--- config.mk ---
export PLATFORM = sky130hd
export DESIGN_NAME = mod_n_counter
export DESIGN_NICKNAME = d
export VERILOG_FILES = /design/src/rtl/mod_counter_pkg.sv /design/src/rtl/mod_n_counter_next.sv /design/src/rtl/mod_n_counter.sv
export SDC_FILE = /design/constraint.sdc
export NUM_CORES = 1
export LEC_CHECK = 0
export BUFFER_PORTS_ARGS = -buffer_cell sky130_fd_sc_hd__buf_2
export CORE_AREA = 5 5 42 44
export CTS_CLUSTER_DIAMETER = 120
export CTS_CLUSTER_SIZE = 14
export DETAILED_ROUTE_END_ITERATION = 6
export DIE_AREA = 0 0 47 49
export GPL_ROUTABILITY_DRIVEN = 1
export HOLD_SLACK_MARGIN = 0.05
export PLACE_DENSITY = 0.72
export REMOVE_ABC_BUFFERS = 1
export SYNTH_ARGS = -nofsm -noshare
export SYNTH_HDL_FRONTEND = slang
export SYNTH_SLANG_ARGS = --single-unit
--- constraint.sdc ---
create_clock -name clock -period 1.5 [get_ports clock]
set_input_delay 0 -clock clock [delete_from_list [all_inputs] [get_ports clock]]
set_output_delay 0 -clock clock [all_outputs]
set_load 0.005 [all_outputs]
--- src/rtl/mod_counter_pkg.sv ---
// Purpose : shared constants, direction type and next-count helper for mod_n_counter.
// Latency : n/a (types and a pure combinational function only).
// Backpr. : n/a.
// Contents: DEF_WIDTH/DEF_MODULUS defaults, dir_t, cnt_ext_t, next_count().
package mod_counter_pkg;

  localparam int unsigned DEF_WIDTH   = 5;
  localparam int unsigned DEF_MODULUS = 9;

  // Wide enough for any supported WIDTH plus one guard bit, so that
  // MODULUS = 2**WIDTH is representable and wraps cleanly.
  localparam int unsigned CNT_EXT_W = 33;

  typedef enum logic {
    DIR_DOWN = 1'b0,
    DIR_UP   = 1'b1
  } dir_t;

  typedef logic [CNT_EXT_W-1:0] cnt_ext_t;

  // Next value of a modulo counter stepping once in direction dir.
  // wrapped is set when the step moves from the terminal value to the start value.
  function automatic cnt_ext_t next_count(input  cnt_ext_t cnt,
                                          input  dir_t     dir,
                                          input  cnt_ext_t modulus,
                                          output logic     wrapped);
    cnt_ext_t last;
    cnt_ext_t nxt;
    last    = modulus - cnt_ext_t'(1);
    wrapped = 1'b0;
    if (dir == DIR_UP) begin
      if (cnt == last) begin
        nxt     = '0;
        wrapped = 1'b1;
      end else begin
        nxt = cnt + cnt_ext_t'(1);
      end
    end else begin
      if (cnt == '0) begin
        nxt     = last;
        wrapped = 1'b1;
      end else begin
        nxt = cnt - cnt_ext_t'(1);
      end
    end
    return nxt;
  endfunction

endpackage

--- src/rtl/mod_n_counter_next.sv ---
// Purpose : combinational next-count, wrap flag, load-value check and terminal-count decode.
// Latency : 0 cycles (pure combinational).
// Backpr. : none; the owner of the registers decides whether to use the results.
// Ports   : count_i, dir_i, load_value_i -> next_o, wrap_o, load_ok_o, tc_o.
module mod_n_counter_next
  import mod_counter_pkg::*;
#(
  parameter int WIDTH   = DEF_WIDTH,
  parameter int MODULUS = DEF_MODULUS
) (
  input  logic [WIDTH-1:0] count_i,
  input  dir_t             dir_i,
  input  logic [WIDTH-1:0] load_value_i,
  output logic [WIDTH-1:0] next_o,
  output logic             wrap_o,
  output logic             load_ok_o,
  output logic             tc_o
);

  // Comparisons use one extra bit so MODULUS = 2**WIDTH does not alias to 0.
  localparam logic [WIDTH:0] MOD_EXT  = (WIDTH+1)'(MODULUS);
  localparam logic [WIDTH:0] LAST_EXT = MOD_EXT - 1'b1;

  always_comb begin
    wrap_o = 1'b0;
    next_o = WIDTH'(next_count(cnt_ext_t'(count_i), dir_i, cnt_ext_t'(MODULUS), wrap_o));
  end

  assign load_ok_o = ({1'b0, load_value_i} < MOD_EXT);

  assign tc_o = (dir_i == DIR_UP) ? ({1'b0, count_i} == LAST_EXT) : (count_i == '0);

endmodule

--- src/rtl/mod_n_counter.sv ---
// Purpose : synchronous modulo-MODULUS counter with preset, checked load and carry for cascading.
// Latency : 1 cycle from sampled control to count/wrap/load_err; tc and carry_out are combinational.
// Backpr. : none; enable is accepted every cycle, carry_out feeds the next stage's enable.
// Ports   : clock, clear (async active-low), enable, preset, load, load_value, [up]
//           -> count, tc, carry_out, wrap, load_err.
// Config  : define MOD_N_COUNTER_UPDOWN_EN to add the up port and down-counting.
module mod_n_counter
  import mod_counter_pkg::*;
#(
  parameter int WIDTH   = DEF_WIDTH,
  parameter int MODULUS = DEF_MODULUS
) (
  input  logic             clock,
  input  logic             clear,
  input  logic             enable,
  input  logic             preset,
  input  logic             load,
  input  logic [WIDTH-1:0] load_value,
`ifdef MOD_N_COUNTER_UPDOWN_EN
  input  logic             up,
`endif
  output logic [WIDTH-1:0] count,
  output logic             tc,
  output logic             carry_out,
  output logic             wrap,
  output logic             load_err
);

  if ((MODULUS < 2) || (64'(MODULUS) > (64'd1 << WIDTH))) begin : g_bad_modulus
    $error("mod_n_counter: MODULUS must satisfy 2 <= MODULUS <= 2**WIDTH");
  end

  localparam logic [WIDTH-1:0] LAST = WIDTH'(MODULUS - 1);

  logic [WIDTH-1:0] count_q, count_d;
  logic             wrap_q, wrap_d;
  logic             load_err_q, load_err_d;

  dir_t             dir;
  logic [WIDTH-1:0] step_val;
  logic             step_wrap;
  logic             load_ok;

`ifdef MOD_N_COUNTER_UPDOWN_EN
  assign dir = up ? DIR_UP : DIR_DOWN;
`else
  assign dir = DIR_UP;
`endif

  mod_n_counter_next #(
    .WIDTH  (WIDTH),
    .MODULUS(MODULUS)
  ) u_next (
    .count_i     (count_q),
    .dir_i       (dir),
    .load_value_i(load_value),
    .next_o      (step_val),
    .wrap_o      (step_wrap),
    .load_ok_o   (load_ok),
    .tc_o        (tc)
  );

  // Priority: preset > load > enable > hold. A rejected load still owns the
  // cycle, so enable is ignored and the count holds.
  always_comb begin
    count_d    = count_q;
    wrap_d     = 1'b0;
    load_err_d = 1'b0;
    if (preset) begin
      count_d = LAST;
    end else if (load) begin
      if (load_ok) begin
        count_d = load_value;
      end else begin
        load_err_d = 1'b1;
      end
    end else if (enable) begin
      count_d = step_val;
      wrap_d  = step_wrap;
    end
  end

  always_ff @(posedge clock or negedge clear) begin
    if (!clear) begin
      count_q    <= '0;
      wrap_q     <= 1'b0;
      load_err_q <= 1'b0;
    end else begin
      count_q    <= count_d;
      wrap_q     <= wrap_d;
      load_err_q <= load_err_d;
    end
  end

  assign count     = count_q;
  assign wrap      = wrap_q;
  assign load_err  = load_err_q;
  assign carry_out = tc & enable;

endmodule

Word-level counts from Yosys, hierarchy flattened. Index checks and enable logic that the tools add are counted.

Add/subtract/negate cells: 1. $mul: 0. Div/mod/pow operators: 0. Magnitude comparators: 1. Equality and inequality tests: 2. Shift-type cells: 0. Mux-type cells: 12. Bitwise gates (word level): 1. Reduce and logical (&&, ||, !) cells: 2.

Operator list (number): 5-bit two-way mux (5); 1-bit two-way mux (7); 5-bit by 1-bit adder with 5-bit output (second input constant) (1); 5-bit by 4-bit equality test with 1-bit output (second input constant) (1); 5-bit by 4-bit less-than comparator with 1-bit output (second input constant) (1); 3-bit by 2-bit inequality test with 1-bit output (second input constant) (1); 3-bit nonzero test (1); 2-bit AND reduction (1); 1-bit AND (1).

Register bits: 7. Bits in latches: 0. Memory bits (writable): 0. Bits in read-only memories: 0. Input port bits: 10. Output and inout bits: 9. Word-level logic and storage cells: 22. Memories: 0.

Longest topological paths before layout. Gate-level depths: netlist of the first run.

Word-level depth: 5. Depth in mapped cells: 6. Gate-level depth less buffers: 6.

Modules after synthesis. Synthesis of the first run repeated with hierarchy kept, for this count alone.

Cell total of the unflattened synthesis: 70. Area, all modules: 633.1 um^2.

By module, submodules not included: mod_n_counter (times used 1, cells each 27, area each 325.3 um^2, sequential area each 175.2 um^2); mod_n_counter_next (times used 1, cells each 43, area each 307.8 um^2, sequential area each 0.0 um^2).

Worst setup path before layout of the first run. Ideal clock, no wire load.

Path kind: register -> register. From: reg count_q[0], in the netlist count[0]. To: reg count_q[0], in the netlist count[0]. Setup time: 64 ps. Arrival: 1471 ps. Required time: 1436 ps. Setup slack: -35 ps. Cell stages (with the launch flop): 7. Buffers on the path: 0. Period minus slack after synthesis: 1535 ps. Cell sequence: dfrtp_1 > inv_1 > ha_1 > and4bb_2 > or3_1 > a21oi_1 > mux2_4.

Longest elaborated chain between the ends: 5. Elaborated cells on any way between the ends: 6. Those cells by class: add/sub: 1; eq/ne: 1; mux: 4.

Ends and longest elaborated chain: from (decl) (RTL line mod_n_counter.sv:35) `logic [WIDTH-1:0] count_q, count_d;`; from (signal assigned) (RTL line mod_n_counter.sv:89) `count_q <= count_d;`; 5-bit by 4-bit equality test with 1-bit output; via tc (RTL line mod_n_counter.sv:23) `output logic tc,`; 5-bit two-way mux (RTL line mod_counter_pkg.sv:32) `if (cnt == last) begin`; 5-bit two-way mux (RTL line mod_n_counter.sv:77) `end else if (enable) begin`; 5-bit two-way mux (RTL line mod_n_counter.sv:71) `end else if (load) begin`; 5-bit two-way mux (RTL line mod_n_counter.sv:69) `if (preset) begin`.

The timed path passes the listed nets, and every way through them passes these cells. The select of a mux whose other input is x is not followed. A chain may end at the register's enable or synchronous reset.

Worst setup path in the final report of the first run.
From: reg count_q[0], in the netlist count[0]. To: reg count_q[0], in the netlist count[0].

Longest elaborated chain between the ends: 5. Elaborated cells on any way between the ends: 6. Those cells by class: add/sub: 1; eq/ne: 1; mux: 4.

Ends and longest elaborated chain (RTL line): 5-bit by 1-bit adder with 5-bit output / 5-bit by 4-bit equality test with 1-bit output (equally long branches) (mod_counter_pkg.sv:36, mod_counter_pkg.sv:32); 5-bit two-way mux (*) (mod_counter_pkg.sv:32); 5-bit two-way mux (*) (mod_n_counter.sv:77); 5-bit two-way mux (*) (mod_n_counter.sv:71); 5-bit two-way mux (*) (mod_n_counter.sv:69).

Mark *: on every way between the ends. The rest lies on a longest branch, timed or not. The select of a mux whose other input is x is not followed.

==> results.py, run 1 <==
metrics = {
    "worst_setup_path": {
        "path_max_fanout": 3,
        "r2r_slack_ns": 0.004,
        "path_cells": "inv_1 -> ha_2 -> and4bb_2 -> or3_1 -> a21oi_1 -> mux2_4",
        "required_ns": 1.70,
        "slowest_stage": "dfrtp_1",
        "crit_arrival_ns": 1.70,
        "criticalPathCategory": "reg2reg",
        "cp-end-kind": "flip-flop",
        "critical_path.startpoint_type": "flip-flop",
        "cpPeakStageDelay_ns": 0.38,
    },
    "logic_synthesis": {
        "avgSynthCellArea_um2": 10.1,
        "synth_xor_area_share_pct": 0,
        "ys_warn_count": 0,
        "async_flop_share_pct": 100,
        "synth_edf_count": 0,
        "netlist_top_cells_area": "dfrtp_1, mux2_4, ha_1",
        "synth-seq-cells": 7,
        "yosys.area_share.simple_pct": 22.8,
        "synth_fa_ha_area_share_pct": 5.08,
        "synth_compound_area_share_pct": 14.0,
        "synth_area_um2": 493,
        "synth_top_cells_by_count": "dfrtp_1, inv_1, a21oi_1, mux2_4, or3_1",
        "synthCells": 49,
        "yosysTopAreaCell": "dfrtp_1",
        "synth_seq_area_share_pct": 35.5,
        "synth_top_family_by_area": "simple AND/OR/NAND/NOR gates",
        "synth.top_cell.area_share_pct": 35.5,
        "synthDistinctLibCells": 26,
        "synth-main-ff-cell": "dfrtp_1",
        "muxShareOfSynthArea_pct": 14.2,
        "synth_most_common_cell": "dfrtp_1",
    },
    "layout": {
        "multi_input_area_um2": 288,
        "n_fill_cell": 143,
        "utilization_pct": 51.9,
        "drive_gt1_share_pct": 49.4,
        "antennaDiodeCount": 0,
        "area_delta_synth_final_pct": 47.5,
        "ff_latch_area_um2": 175,
        "final_nets": 94,
        "final_cells": 97,
    },
    "timing": {
        "fmax_mhz": 669,
        "setup_viol": 0,
        "max_slew_margin_pct": 82.4,
        "clock-skew-final_ns": 0.00338,
        "worst_pin_slew_ns": 0.260,
        "holdWs_ns": 0.0618,
        "fin_crit_ns": 1.50,
        "rsz0062_at_grt": "true",
        "setup_tns_ns": 0,
        "period_share_pct": 99.7,
        "slew_viol_final": 0,
        "finalHoldViolCount": 0,
    },
    "global_route": {
        "grt_pass1_wl_um": 2100,
        "grt_pass1_vias": 490,
        "grt_max_degree": 11,
        "track_usage_pct": 12.9,
        "grt.overflow.total": 0,
        "antenna_found_initial": 0,
    },
    "place": {
        "gp_congestion": 0.800,
        "placed_cells": 87,
        "dp_hpwl_um": 934,
        "io_buffers": 18,
    },
    "clock_network": {
        "cts_max_path_buffers": 2,
        "numCtsBuffers": 3,
        "htree_num_levels": 1,
        "insertion_delay_ns": 0.26,
        "clockRootBuffer": "clkbuf_4",
        "cts_tree": "yes",
        "cts_sinks": 7,
        "clk_pin_slew_ns": 0.05,
    },
    "floorplan": {
        "coreArea_mm2": 0.00140,
        "rows": 14,
        "dieHeight_um": 49,
        "die_x_um": 47,
        "die_area_mm2": 0.00230,
        "io_pins": 19,
        "initial_core_util_pct": 35.2,
    },
    "detailed_routing": {
        "drcViolationCount": 0,
        "vias_per_cell": 5.04,
        "drt_iter0_markers": 2,
        "vias": 489,
        "ant_nets": 0,
        "post_drt_wl_per_cell_um": 13.4,
        "wl_um": 1300,
        "dr.pass1.iters": 4,
    },
    "power_and_ir_drop": {
        "p_sw_uw": 192,
        "p_total_uw": 653,
        "clkPwrFrac_pct": 27.0,
        "swShare_pct": 29.4,
        "powerDensity_mw_per_mm2": 898,
        "peakVddDrop_mv": 0.543,
        "p_seq_share_pct": 34.7,
        "comb_power_share_pct": 38.2,
        "total_leakage_power_uw": 0.000373,
        "intPower_uw": 461,
    },
    "job": {
        "cap_violations": 0,
    },
    "hold_path": {
        "holdCritPathClass": "in2reg",
    },
    "run_status": {
        "status": "complete, no violations",
    },
}
[worst paths after layout]
path | endpoint | cells after the start | from
worst max-delay path | count[0] | 6 | count[0]
min in group asynchronous | count[1] | 2 | clear
worst min-delay path | load_err | 3 | load_value[3]
worst min register to register | count[4] | 2 | count[4]
max in group asynchronous | count[3] | 2 | clear
worst max register to register | count[0] | 6 | count[0]
[registers in the layout, indices dropped and copies added (netlist names)]
name	flops
wrap	1
load_err	1
count	5
[critical path: cells and delay by family (launching register included)]
family | cells | cell delay, ns
muxes | 1 | 0.15
buffers and inverters | 1 | 0.06
AOI/OAI and AO/OA | 1 | 0.12
DFF | 1 | 0.38
and+or+nand+nor | 2 | 0.56
adders and majority gates | 1 | 0.18
[cell families after synthesis]
logic type,after synthesis
AO/OA/AOI/OAI,10
adder cells (fa/ha/maj),2
buffers and inverters,8
flip-flops,7
multiplexers,5
AND/OR/NAND/NOR,17
[metrics by stage]
step           setup slack, ns  area, um^2
4_1_cts                0.00969         693
2_1_floorplan          -0.0351         474
3_3_place_gp            0.0188         629
3_5_place_dp           0.00449         629
6_report               0.00425         727
5_1_grt                -0.0678         727
[power by group through the flow]
stage               Sequential [uW]  Combinational, uW  Clock, uW
floorplan                       233               85.3          0
global placement                228                194          0
detailed placement              230                195          0
CTS                             225                216        178
global route                    230                276        183
finish                          227                250        177
[final cells by class]
cell class / count / share of cell area, %
Inverter: 6 / 3.10
Multi-Input combinational cell: 34 / 39.6
Timing Repair Buffer: 30 / 26.9
Sequential cell: 7 / 24.1
Clock buffer: 4 / 3.61
Tap cell: 16 / 2.75
[metal layers]
metal  routed length, um  global-route usage, %  vias to the layer above
li1                    -                      -                      245
met1                 568                   17.0                      223
met2                 614                   18.6                       17
met3                  66                   1.11                        4
met4                  51                   9.68                        0
met5                   0                      0                        -
[cells in the final DEF (no fill, tap or decap)]
cell	count
nand3_1	2
nor2_1	2
buf_2	17
and2_4	1
buf_4	9
or3_1	3
nand2_1	1
dlygate4sd3_1	2
nor3_1	1
a311o_1	1
a31oi_1	1
o211a_1	1
or3b_2	1
nor2b_1	1
and4bb_2	1
ha_1	1
ha_2	1
and4_1	1
nor3b_1	2
clkbuf_1	1
clkbuf_4	3
mux2_4	4
buf_6	2
a221oi_2	1
dfrtp_1	7
mux2i_1	1
o311ai_1	1
o21ai_0	1
a21oi_1	4
and4b_1	1
inv_1	6
[what timing repair did]
item | 4_1_cts | 5_1_grt
buffers inserted | 2 | 2
hold endpoints to repair | 8 | 0
setup endpoints to repair | 3 | 4
gates resized for setup | 1 | 5
hold buffers | 2 | 0
No activity file was read; power rests on OpenSTA's default activity.
==> run 2, diff against run 1 <==
- PLACE_DENSITY: 0.72 -> 0.69
- clock period: 1.5 -> 1.7 ns (I/O delays scaled with it)
==> run 2 against run 1 <==
Die area unchanged. Power decreased by 23%. Global-route usage decreased by 1.6 points. Critical path type unchanged. Critical endpoint unchanged.
==> results.py, run 2 (synthesized netlist as in run 1, its figures left out) <==
metrics = {
    "run_status": {
        "status": "complete, no violations",
    },
    "clock_network": {
        "numCtsBuffers": 3,
        "clockRootBuffer": "clkbuf_4",
        "cts_max_path_buffers": 2,
        "insertion_delay_ns": 0.26,
        "postCtsSetupBuffers": 0,
        "cts_tree": "yes",
        "clk_pin_slew_ns": 0.06,
        "cts_sinks": 7,
        "htree_num_levels": 1,
    },
    "power_and_ir_drop": {
        "total_leakage_power_uw": 0.000315,
        "powerDensity_mw_per_mm2": 794,
        "comb_power_share_pct": 27.7,
        "intPower_uw": 350,
        "p_sw_uw": 152,
        "clkPwrFrac_pct": 31.1,
        "p_seq_share_pct": 41.2,
        "swShare_pct": 30.3,
        "peakVddDrop_mv": 0.408,
    },
    "timing": {
        "finalHoldViolCount": 0,
        "setup_tns_ns": 0,
        "clock-skew-final_ns": 0.00652,
        "period_share_pct": 92.3,
        "rsz0062_at_grt": "false",
        "holdWs_ns": 0.0685,
        "fin_crit_ns": 1.57,
        "worst_pin_slew_ns": 0.344,
        "max_slew_margin_pct": 76.7,
        "slew_viol_final": 0,
        "fmax_mhz": 637,
        "setup_viol": 0,
    },
    "layout": {
        "area_delta_synth_final_pct": 28.4,
        "final_nets": 84,
        "final_cell_mix": "buf_2, inv_1, dfrtp_1",
        "largest_reg_flops": 5,
        "drive_gt1_share_pct": 40.8,
        "antennaDiodeCount": 0,
        "layout_commonest_cell": "buf_2",
    },
    "detailed_routing": {
        "post_drt_wl_per_cell_um": 13.3,
        "drt_iter0_markers": 6,
        "vias_per_cell": 5.48,
        "wl_um": 1150,
        "drcViolationCount": 0,
        "vias": 477,
        "ant_nets": 0,
        "dr.pass1.iters": 5,
    },
    "worst_setup_path": {
        "critical_path.startpoint_type": "flip-flop",
        "required_ns": 1.90,
        "criticalPathCategory": "reg2reg",
        "cp_num_buf_inv": 1,
        "crit_arrival_ns": 1.77,
        "path_cells": "inv_1 -> ha_1 -> and4bb_2 -> or3_1 -> a21oi_1 -> mux2_4",
        "slowest_stage": "dfrtp_2",
        "path_max_fanout": 7,
        "cpPeakStageDelay_ns": 0.41,
        "crit_family": "simple AND/OR/NAND/NOR gates",
        "cp-end-kind": "flip-flop",
    },
    "place": {
        "gp_congestion": 0.840,
        "dp_hpwl_um": 872,
        "io_buffers": 18,
    },
    "global_route": {
        "use_met1_pct": 11.9,
        "grt_pass1_vias": 428,
        "grt.overflow.total": 0,
        "grt.busiest_layer": "met2",
        "grt_max_degree": 12,
        "use_met2_pct": 17.4,
        "track_usage_pct": 11.3,
        "antenna_found_initial": 0,
        "use_met3_pct": 1.85,
        "grt_pass1_wl_um": 1810,
    },
    "floorplan": {
        "coreArea_mm2": 0.00140,
        "die_x_um": 47,
        "dieHeight_um": 49,
        "die_area_mm2": 0.00230,
        "initial_core_util_pct": 35.2,
        "rows": 14,
        "io_pins": 19,
    },
    "job": {
        "cap_violations": 0,
    },
    "hold_path": {
        "holdCritPathClass": "in2reg",
    },
}
==> run 2: changes by cell type in the layout (fill, tap and decap cells not counted), moves of 2 or more <==
cell / previous run / this run
buf_4: 9 / 0
buf_6: 2 / 0
dfrtp_2: 0 / 2
dfrtp_1: 7 / 5
==> run 2: timing repair <==
| item | CTS | global route |
|---|---|---|
| endpoints found under the hold margin | 8 | 0 |
| endpoints found under the setup margin | 0 | 2 |
| resized for setup | 0 | 2 |
| hold buffers | 2 | 0 |
==> run 2: worst paths after layout <==
| path | endpoint | slack, ns | startpoint | cells past startpoint |
|---|---|---|---|---|
| max | count[0] | 0.13 | count[0] | 6 |
| min | load_err | 0.07 | load_value[3] | 3 |
| max reg2reg | count[0] | 0.13 | count[0] | 6 |
| min reg2reg | count[4] | 0.58 | count[4] | 2 |
| max in group asynchronous | count[0] | 1.42 | clear | 2 |
| min in group asynchronous | count[2] | 0.11 | clear | 2 |
==> run 2: worst register-to-register path: cells and delay by family (launching register included) <==
family          cells  cell delay (ns)
buf+inv             1             0.06
flops               1             0.41
mux                 1             0.15
simple gates        2             0.57
compound gates      1             0.13
fa+ha+maj           1             0.20
==> run 2: final cells by class <==
cell class	instances	area, um^2
tap	16	20.0
multi-input combinational	34	277
fill	150	768
sequential	7	178
timing repair buffer	20	110
inverter	6	22.5
clock buffer	4	26.3
==> run 2: power by group through the flow <==
stage	combinational (uW)	sequential, uW	clock (uW)
floorplan	75.3	206	0
global placement	134	207	0
detailed placement	136	209	0
CTS	140	206	160
global route	153	211	165
finish	139	207	156
==> run 2: stage by stage <==
step | cell area (um^2) | power, uW | utilization, % | setup slack [ns] | cells
2_1_floorplan | 474 | 281 | - | 0.165 | 47
3_3_place_gp | 584 | 341 | 41.7 | 0.129 | 81
3_5_place_dp | 584 | 345 | 41.7 | 0.106 | 81
4_1_cts | 631 | 506 | 45.0 | 0.0944 | 87
5_1_grt | 633 | 528 | 45.2 | 0.0149 | 87
6_report | 633 | 503 | 45.2 | 0.130 | 87
==> run 2: layer usage <==
layer  part of all wire, %  up-vias  wire length, um
li1                      -      224                -
met1                    39      223              454
met2                    47       26              544
met3                   8.8        4              102
met4                   4.5        0               52
met5                     0        -                0
==> run 3, diff against run 2 <==
- PLACE_DENSITY: 0.69 -> 0.76
- SYNTH_HIERARCHICAL: default -> 1
==> run 3 against run 2 <==
Non-clock buffer count rose by 4. Wire length rose by 34%. Power rose by 19%. Global-route usage rose by 4.1 points. Sequential power fell by 2%. Sequential share of layout area fell by 6.6 points. Hold slack improved by 0.017 ns. First-iteration DRC count rose to 3.5 times the previous value. Worst setup slack got worse by 0.064 ns. Critical endpoint is now count[2]. Highest routed layer unchanged.
==> results.py, run 3 <==
metrics = {
    "run_status": {
        "status": "complete, no violations",
    },
    "global_route": {
        "grt_pass1_wl_um": 2590,
        "grt.overflow.total": 0,
        "grt_pass1_vias": 579,
        "antenna_found_initial": 0,
        "track_usage_pct": 15.4,
        "grt_max_degree": 14,
    },
    "worst_setup_path": {
        "cpPeakStageDelay_ns": 0.37,
        "crit_family": "compound AO/OA/AOI/OAI gates",
        "criticalPathCategory": "reg2reg",
        "cp-end-kind": "flip-flop",
        "slowest_stage": "dfrtp_1",
        "cp_num_buf_inv": 1,
        "path_cells": "inv_1 -> ha_4 -> and2b_2 -> a21oi_1 -> o31a_1 -> a221o_1",
        "path_max_fanout": 3,
        "required_ns": 1.84,
        "crit_arrival_ns": 1.77,
        "critical_path.startpoint_type": "flip-flop",
    },
    "logic_synthesis": {
        "muxShareOfSynthArea_pct": 0,
        "synth_most_common_cell": "dfrtp_1",
        "synth_top_cells_by_count": "dfrtp_1, inv_1",
        "async_flop_share_pct": 100,
        "synth_top_family_by_area": "simple AND/OR/NAND/NOR gates",
        "synth-main-ff-cell": "dfrtp_1",
        "synth_fa_ha_area_share_pct": 5.93,
        "synth_edf_count": 0,
        "avgSynthCellArea_um2": 9.04,
        "synth_seq_area_share_pct": 27.7,
        "yosys.area_share.simple_pct": 28.5,
        "synth.top_cell.area_share_pct": 27.7,
        "synth-seq-cells": 7,
        "synth_xor_area_share_pct": 2.77,
        "ys_warn_count": 6,
        "synthCells": 70,
        "synth_area_um2": 633,
        "yosysTopAreaCell": "dfrtp_1",
        "synthDistinctLibCells": 32,
        "netlist_top_cells_area": "dfrtp_1, a221o_1, a211oi_2",
        "synth_compound_area_share_pct": 26.9,
    },
    "place": {
        "dp_slack_ns": 0.0168,
        "gp_congestion": 0.766,
        "io_buffers": 18,
        "dp_hpwl_um": 1210,
    },
    "clock_network": {
        "insertion_delay_ns": 0.26,
        "htree_num_levels": 1,
        "cts_max_path_buffers": 2,
        "clk_pin_slew_ns": 0.05,
        "cts_sinks": 7,
        "clockRootBuffer": "clkbuf_4",
        "numCtsBuffers": 3,
        "cts_tree": "yes",
    },
    "timing": {
        "setup_tns_ns": 0,
        "slew_viol_final": 0,
        "period_share_pct": 96.1,
        "fin_crit_ns": 1.63,
        "finalHoldViolCount": 0,
        "clock-skew-final_ns": 0.00582,
        "rsz0062_at_grt": "false",
        "worst_slack_ns": 0.0664,
        "holdWs_ns": 0.0856,
        "fmax_mhz": 612,
        "setup_viol": 0,
    },
    "power_and_ir_drop": {
        "peakVddDrop_mv": 0.369,
        "powerDensity_mw_per_mm2": 726,
        "total_leakage_power_uw": 0.000409,
    },
    "floorplan": {
        "rows": 14,
        "initial_core_util_pct": 45.2,
        "dieHeight_um": 49,
        "coreArea_mm2": 0.00140,
        "die_x_um": 47,
        "die_area_mm2": 0.00230,
        "io_pins": 19,
    },
    "detailed_routing": {
        "vias_per_cell": 5.53,
        "vias": 625,
        "post_drt_wl_per_cell_um": 13.6,
        "ant_nets": 0,
        "drt_iter0_markers": 21,
        "drcViolationCount": 0,
        "dr.pass1.iters": 4,
        "wl_um": 1540,
    },
    "job": {
        "cap_violations": 0,
    },
    "layout": {
        "area_delta_synth_final_pct": 30.0,
        "final_cell_mix": "buf_2, dfrtp_1, inv_1, buf_4",
        "largest_reg_flops": 5,
        "utilization_pct": 58.8,
        "layout_commonest_cell": "buf_2",
        "final_nets": 111,
        "antennaDiodeCount": 0,
        "drive_gt1_share_pct": 38.1,
    },
    "hold_path": {
        "holdCritPathClass": "in2reg",
    },
}
==> run 3: changes by cell type in the layout (fill, tap and decap cells not counted), moves of 4 or more <==
cell,previous run,this run
and3_1,0,4
buf_4,0,5
mux2_4,4,0
conb_1,0,4
a221o_1,0,4
==> run 3: path summary, 6_finish.rpt <==
kind | start | to | slack, ns | depth (start not counted)
hold reg to reg | count[1] | count[1] | 0.64 | 2
hold / removal | load_value[1] | count[1] | 0.09 | 3
setup reg to reg | count[0] | count[2] | 0.07 | 6
setup / recovery | count[0] | count[2] | 0.07 | 6
max in group asynchronous | clear | count[2] | 1.43 | 2
min in group asynchronous | clear | count[0] | 0.10 | 2
==> run 3: through the flow <==
step / instances / instance area [um^2] / power [uW]
5_1_grt: 113 / 823 / 648
2_1_floorplan: 69 / 614 / 337
6_report: 113 / 823 / 598
3_3_place_gp: 108 / 762 / 413
4_1_cts: 113 / 803 / 586
3_5_place_dp: 108 / 762 / 422
==> run 3: cell families after synthesis <==
logic type	count (synthesis)
and+or+nand+nor	28
AOI/OAI and AO/OA	20
buffers and inverters	9
DFF	7
adders and majority gates	3
xor gates and xnor gates	2
other	1
==> run 3: timing repair <==
item,in CTS,in global routing
buffers inserted,0,0
endpoints found under the setup margin,1,2
endpoints found under the hold margin,7,0
hold buffers,1,0
gates resized for setup,1,4
==> run 3: routing by layer <==
| layer | track usage (%) | share of wire, % | up-vias | routed length [um] |
|---|---|---|---|---|
| li1 | - | - | 308 | - |
| met1 | 18.9 | 42 | 299 | 640 |
| met2 | 22.9 | 52 | 14 | 801 |
| met3 | 4.06 | 3.8 | 4 | 58 |
| met4 | 9.68 | 2.6 | 0 | 40 |
| met5 | 0 | 0 | - | 0 |
==> run 3: where the power goes <==
group | internal [uW] | total [uW] | switching, uW | leakage (uW)
Clock | 89.7 | 154 | 64.3 | 0.0000150
Combinational | 119 | 241 | 122 | 0.000305
Sequential | 180 | 203 | 23.1 | 0.0000890
Total | 388 | 598 | 209 | 0.000409
==> run 3: layout make-up <==
cell class,instances,area [um^2]
fillers,134,578
multi-input cells,57,444
flip-flops and latches,7,176
repair buffers,24,138
clock buffers,4,26.3
well taps,16,20.0
inverters,5,18.8
==> run 3: worst register-to-register path, delay by kind of cell (launching register included) <==
family	cells	cell delay (ns)
DFF	1	0.37
adders and majority gates	1	0.18
AOI/OAI and AO/OA	3	0.67
buffers and inverters	1	0.13
and+or+nand+nor	1	0.16
